## config.mk

```make
export PLATFORM = sky130hd
export DESIGN_NAME = dp_booth4
export DESIGN_NICKNAME = d
export VERILOG_FILES = /design/src/rtl/dp_booth4.sv
export SDC_FILE = /design/constraint.sdc
export NUM_CORES = 1
export LEC_CHECK = 0
export BUFFER_PORTS_ARGS = -buffer_cell sky130_fd_sc_hd__buf_2
export CAP_MARGIN = 20
export CORE_MARGIN = 2
export CORE_UTILIZATION = 55
export CTS_BUF_LIST = sky130_fd_sc_hd__clkbuf_2 sky130_fd_sc_hd__clkbuf_4 sky130_fd_sc_hd__clkbuf_8
export CTS_CLUSTER_DIAMETER = 200
export DETAILED_ROUTE_END_ITERATION = 10
export PLACE_DENSITY = 0.76
export REMOVE_ABC_BUFFERS = 1
export SYNTH_ARGS = -nofsm -noshare
export SYNTH_HDL_FRONTEND = slang
export SYNTH_SLANG_ARGS = --single-unit
```

## constraint.sdc

```tcl
create_clock -name clk -period 6.7 [get_ports clk]
set_clock_uncertainty 0.15 [all_clocks]
set_input_delay 0.335 -clock clk [delete_from_list [all_inputs] [get_ports clk]]
set_output_delay 0.335 -clock clk [all_outputs]
set_load 0.02 [all_outputs]
```

## src/rtl/dp_booth4.sv

```systemverilog
// Radix-4 Booth multiplier datapath: operand/accumulator/shift/counter registers
// driven by a 9-bit control word, with scan status returned to the control unit.
module dp_booth4 #(
  parameter int N = 8
) (
  input  logic         clk,
  input  logic         rst_n,
  input  logic [8:0]   c,
  input  logic [N-1:0] inbus,
  output logic [N-1:0] outbus,
  output logic         out_valid,
  output logic         count,
  output logic         q0,
  output logic         q1,
  output logic         qm
);
  localparam int CW = (N / 2 > 1) ? $clog2(N / 2) : 1;
  localparam int AW = N + 2;

  if (N < 4 || (N % 2) != 0) begin : g_bad_n
    $error("dp_booth4: N must be even and >= 4");
  end

  logic [N-1:0]  m_r;
  logic [AW-1:0] a_r;
  logic [N-1:0]  q_r;
  logic          qm_r;
  logic [CW-1:0] cnt_r;

  logic [AW-1:0] d, sum;

  // Two guard bits keep +/-2M in range even for M = -2^(N-1).
  always_comb begin
    d   = c[4] ? {m_r[N-1], m_r, 1'b0} : {{2{m_r[N-1]}}, m_r};
    sum = c[3] ? (a_r - d) : (a_r + d);
  end

  always_ff @(posedge clk or negedge rst_n) begin
    if (!rst_n) begin
      m_r       <= '0;
      a_r       <= '0;
      q_r       <= '0;
      qm_r      <= 1'b0;
      cnt_r     <= '0;
      outbus    <= '0;
      out_valid <= 1'b0;
    end else begin
      if (c[0]) m_r <= inbus;

      if (c[1]) begin
        q_r  <= inbus;
        a_r  <= '0;
        qm_r <= 1'b0;
      end else if (c[2]) begin
        a_r <= sum;
      end else if (c[5]) begin
        {a_r, q_r, qm_r} <= {a_r[AW-1], a_r, q_r};
      end

      if (c[1])      cnt_r <= '0;
      else if (c[6]) cnt_r <= cnt_r + CW'(1);

      if (c[7]) begin
        outbus    <= a_r[N-1:0];
        out_valid <= 1'b1;
      end else if (c[8]) begin
        outbus    <= q_r;
        out_valid <= 1'b1;
      end else begin
        out_valid <= 1'b0;
      end
    end
  end

  assign count = (cnt_r == CW'(N / 2 - 1));
  assign q0    = q_r[0];
  assign q1    = q_r[1];
  assign qm    = qm_r;

endmodule

```

==> results of run 1 <==
## synthesized netlist by cell type, drive strengths merged, types with 2 or more instances
library cell / instances
a31oi: 3
clkbuf: 15
a21oi: 12
nand3: 3
mux2i: 24
buf: 3
ha: 11
or3: 2
mux2: 7
nor3b: 4
nor2b: 10
o21a: 2
o21ai: 32
nor3: 2
nand2b: 4
nand2: 26
inv: 8
xnor2: 5
xor2: 4
nor2: 20
dfrtp: 38
a211oi: 15
nor4: 2
## metal layers
layer | track usage | up-vias | part of all wire
li1 | - | 998 | -
met1 | 0.3099 | 955 | 0.49
met2 | 0.3406 | 35 | 0.48
met3 | 0.03419 | 5 | 0.025
met4 | 0.06918 | 0 | 0.011
met5 | 0 | - | 0
## flip-flops by register name, indices dropped and copies added (netlist names)
register,flops
out_valid,1
qm,1
q_r,8
outbus,8
a_r,10
cnt_r,2
m_r,8
## worst max-delay path by stage
stage                start      to  slack [ps]  cells past startpoint
global route        m_r[1]  a_r[9]        2830                     13
detailed placement    c[4]  a_r[9]        2890                     14
CTS                 m_r[1]  a_r[9]        3040                     13
finish              m_r[1]  a_r[9]        3020                     13
global placement      c[4]  a_r[9]        3040                     14
floorplan           m_r[1]  a_r[9]        3370                     13
## final cells by class
cell class                      count  area, µm²
Clock buffer                        6      82.58
Inverter                            8      30.03
Sequential cell                    38      950.9
Multi-Input combinational cell    205       1414
Timing Repair Buffer               31      155.1
Clock inverter                      2      12.51
Fill cell                         382       1644
Tap cell                           52      65.06
## stage by stage
stage          instance area (µm²)  setup slack (ps)
4_1_cts                       2710              3044
6_report                      2710              3017
3_5_place_dp                  2615              2890
5_1_grt                       2710              2826
3_3_place_gp                  2615              3039
2_1_floorplan                 2395              3374
## kinds of logic after synthesis
group           after synthesis
compound gates               74
xor+xnor                      9
fa+ha+maj                    12
buf+inv                      26
flops                        38
mux                          31
simple gates                 79
## critical path, delay by kind of cell (launching register included)
kind / cells / cell delay [ps]
adder cells (fa/ha/maj): 2 / 550
AO/OA/AOI/OAI: 4 / 790
multiplexers: 2 / 520
flip-flops: 1 / 500
AND/OR/NAND/NOR: 4 / 910
XOR/XNOR: 1 / 150
## report_power, final
group	switching [mW]	internal [mW]	total [mW]
Combinational	0.117	0.0956	0.212
Clock	0.0827	0.0827	0.165
Sequential	0.0328	0.259	0.292
Total	0.232	0.437	0.670
==> impl_metrics.json, run 1 <==
{
  "hold_violations": 1,
  "rows": 24,
  "worstReg2RegEnd": "a_r[9]",
  "antenna_found_initial": 0,
  "crit_path_start_kind": "register",
  "post_drt_wl_per_cell_um": 15.11,
  "fin_setup_tns_ps": 0,
  "core_um2": 4354,
  "synth-compound-area-share": 0.1826,
  "ys_types": 45,
  "final_common_cell": "dfrtp_1",
  "clkTransAtPathRegs_ps": 80,
  "cp_cell_sequence": "mux2i_1 -> ha_1 -> nor3b_1 -> o2111a_1 -> nor2_1 -> xor2_1 -> o21ai_0 -> ha_1 -> a21oi_1 -> o21ai_0 -> or3_1 -> and3_1 -> mux2_4",
  "power.total_uw": 669.6,
  "cts-buffers-inserted": 5,
  "p_leak_nw": 1.272,
  "setup_viol": 0,
  "rrSetupSlack_ps": 3020,
  "yosysTopAreaCell": "dfrtp_1",
  "netlist_instances": 269,
  "cts.htree.levels": 2,
  "synth_area_um2": 2474,
  "reg2reg_from": "m_r[1]",
  "vdd_drop_max_v": 0.0001017,
  "seq_area_frac_synth": 0.3844,
  "cts_resized": 0,
  "fmax_mhz": 271.5,
  "whs_ps": -1.700,
  "worstRegToRegCells": 13,
  "synth_top_area_share": 0.3844,
  "synthXorXnorAreaFrac": 0.03187,
  "clk_latency_ps": 290,
  "synthSimpleGateAreaFrac": 0.1629,
  "clockRootBuffer": "clkbuf_8",
  "dp_cells": 334,
  "cts_tree": "done",
  "via_per_inst": 5.827,
  "drt_wl_total_mm": 5.169,
  "final_core_utilization": 0.6224,
  "finalCriticalPeriod_ps": 3683,
  "grt_max_degree": 39,
  "syn_avg_cell_area_um2": 9.196,
  "fin_crit_sh": 0.5497,
  "vias": 1993,
  "rsz0062_at_grt": "false",
  "cts_num_sinks": 38,
  "hold_buffers": 0,
  "grt_pass1_wl_mm": 8.645,
  "power-per-cell-area_nw_per_um2": 247.1,
  "async_reset_ff_frac": 1.000,
  "mostFrequentLayoutCells": "dfrtp_1 (38), o21ai_0 (32), buf_2 (31)",
  "worst_pin_slew_ps": 858.4,
  "crit_fanout": 10,
  "instances_no_fill": 342,
  "slew_violations": 0,
  "overflow": 0,
  "grt_usage": 0.2172,
  "post-dp-hpwl_mm": 3.774,
  "drive_gt1_frac": 0.1759,
  "slew_headroom": 0.4277,
  "die_h_um": 71.07,
  "grt_pass1_vias": 1807,
  "critPathRequiredTime_ps": 6730,
  "die_w_um": 71.07,
  "arrival_ps": 3710,
  "cts_setup_buffers": 0,
  "drc_errors": 0,
  "drtIter0Drc": 83,
  "crit_path_max_incr_delay_ps": 500,
  "dr.pass1.iters": 4,
  "path_class": "reg2reg",
  "status": "complete, but fails checks",
  "area.growth.synth_to_final_pct": 9.560,
  "synth_seq_cells": 38,
  "violations": "hold timing",
  "gp_congestion": 0.8485,
  "antenna_left": 0,
  "synth-edff-count": 0,
  "synthAdderAreaFrac": 0.06373,
  "endpoint_kind": "register",
  "initial_utilization": 0.5681,
  "hp-class": "in2async",
  "numPortBuffers": 31,
  "die-area_um2": 5050,
  "max-cap-violations": 0,
  "synth_top_family_by_area": "compound AO/OA/AOI/OAI gates",
  "yosys_warnings": 0,
  "cts.path.max_buffers": 2,
  "pin_count": 32,
  "num-nets-final": 320,
  "n_antenna_cell": 0,
  "synth_top_flop_cell": "dfrtp_1",
  "synthTopCellsByArea": "dfrtp_1 (38%), mux2i_1 (9.7%), o21ai_0 (6.5%)",
  "cpMaxStageDelayCell": "dfrtp_1",
  "synthMuxAreaShare": 0.1305
}
(Power assumes the default switching activity.)
==> run 2, diff against run 1 <==
CORE_UTILIZATION = 54   (was 55)
PLACE_DENSITY = 0.78   (was 0.76)
clock period = 3.2 ns   (was 6.7 ns; I/O delays follow)
==> impl_metrics.json, run 2 (same netlist as run 1, synthesis figures left out) <==
{
  "crit_fanout": 3,
  "endpoint_kind": "register",
  "mostFrequentLayoutCells": "dfrtp_1 (38), buf_2 (31), o21ai_0 (28)",
  "rsz0062_at_grt": "true",
  "dp_cells": 345,
  "hold_violations": 0,
  "clockRootBuffer": "clkbuf_8",
  "overflow": 0,
  "dr.pass1.iters": 4,
  "antenna_left": 0,
  "post_drt_wl_per_cell_um": 15.74,
  "drive_gt1_frac": 0.2587,
  "cts-buffers-inserted": 5,
  "cpMaxStageDelayCell": "dfrtp_1",
  "power.total_mw": 1.654,
  "path_class": "reg2reg",
  "fin_crit_sh": 1.008,
  "fin_setup_tns_ps": -26.63,
  "n_antenna_cell": 0,
  "pin_count": 32,
  "rows": 24,
  "slew_violations": 0,
  "area.growth.synth_to_final_pct": 23.27,
  "vias": 2177,
  "die_h_um": 71.68,
  "numPortBuffers": 31,
  "final_common_cell": "dfrtp_1",
  "place_area_um2": 2698,
  "die-area_um2": 5138,
  "grt_pass1_wl_mm": 9.328,
  "instances_no_fill": 369,
  "critPathRequiredTime_ps": 3230,
  "num-fill-cells": 332,
  "slew_headroom": 0.4456,
  "grt_max_degree": 39,
  "via_per_inst": 5.900,
  "crit_path_start_kind": "register",
  "power-per-cell-area_nw_per_um2": 542.5,
  "cts.htree.levels": 2,
  "crit_path_max_incr_delay_ps": 410,
  "arrival_ps": 3260,
  "core_um2": 4384,
  "vdd_drop_max_v": 0.0001945,
  "finalCriticalPeriod_ps": 3227,
  "die_w_um": 71.68,
  "grt_pass1_vias": 2070,
  "cp_cell_sequence": "mux2i_2 -> ha_2 -> nor3b_2 -> o2111a_1 -> nor2_1 -> xor2_1 -> o21ai_1 -> ha_1 -> a21oi_2 -> o21ai_1 -> or3_1 -> and3_4 -> mux2_4",
  "hp-class": "in2reg",
  "fmax_mhz": 309.9,
  "antenna_found_initial": 0,
  "clkTransAtPathRegs_ps": 80,
  "p_leak_nw": 1.436,
  "post-dp-hpwl_mm": 3.947,
  "largest_register_ffs": 10,
  "regMostFlops": "a_r",
  "drt_wl_total_mm": 5.808,
  "drtIter0Drc": 80,
  "fin_area_um2": 3049,
  "path_common_cell": "o21ai_1",
  "status": "complete, but fails checks",
  "cts.path.max_buffers": 2,
  "drc_errors": 0,
  "pre_cts_ws_ps": -117.3,
  "max-cap-violations": 0,
  "num-nets-final": 347,
  "worst_pin_slew_ps": 831.6,
  "gp_congestion": 0.8624,
  "cts_num_sinks": 38,
  "grt_usage": 0.2318,
  "violations": "setup timing",
  "initial_utilization": 0.5642,
  "cts_tree": "done",
  "worst_slack_ps": -26.63,
  "clk_latency_ps": 290,
  "setup_viol": 1
}
-- run 2: per-stage QoR --
step / util / hold WS (ps)
after floorplan: - / -285.6
after global routing: 0.6955 / 32.16
after global placement: 0.6153 / 155.5
final: 0.6955 / 4.419
after detailed placement: 0.6153 / 161.4
after CTS: 0.6741 / 4.541
-- run 2: report_power, final --
part           total (mW)  internal, mW  switching, mW  leakage (nW)
sequential          0.609         0.542         0.0670         0.476
clock               0.495         0.313          0.183        0.0683
combinational       0.550         0.262          0.288         0.891
total                1.65          1.12          0.538          1.44
-- run 2: routing by layer --
| layer | part of all wire | wire length (µm) | vias up | GRT usage |
|---|---|---|---|---|
| met4 | 0.021 | 123 | 0 | 0.1069 |
| met5 | 0 | 0 | - | 0 |
| met2 | 0.50 | 2885 | 61 | 0.3827 |
| li1 | - | - | 1055 | - |
| met1 | 0.44 | 2569 | 1049 | 0.3034 |
| met3 | 0.040 | 230 | 12 | 0.03094 |
-- run 2: final timing paths --
check / from / end / slack, ps / depth (start not counted)
max: m_r[0] / a_r[9] / -30 / 13
min: c[6] / cnt_r[0] / 4 / 3
max reg2reg: m_r[0] / a_r[9] / -30 / 13
min reg2reg: a_r[0] / outbus[0] / 350 / 2
max in group asynchronous: rst_n / m_r[5] / 2020 / 2
min in group asynchronous: rst_n / a_r[3] / 350 / 2
-- run 2: critical path, delay by kind of cell, from the launching register on --
kind,cells,cell delay (ps)
fa+ha+maj,2,500
compound gates,4,650
simple gates,4,770
flops,1,410
mux,2,490
xor+xnor,1,150
-- run 2: timing repair --
item,in CTS,in global routing
endpoints found under the setup margin,1,3
pin swaps,2,10
hold endpoints to repair,52,0
gates resized for setup,5,16
hold buffers,9,0
buffers inserted,2,5
-- run 2: final cells by class --
class | instances | area [µm²] | share of cell area
Clock buffer | 5 | 68.82 | 0.02257
Clock inverter | 3 | 68.82 | 0.02257
Inverter | 8 | 30.03 | 0.009848
Multi-Input combinational cell | 205 | 1485 | 0.4871
Sequential cell | 38 | 950.9 | 0.3119
Tap cell | 52 | 65.06 | 0.02134
Timing Repair Buffer | 58 | 380.4 | 0.1247
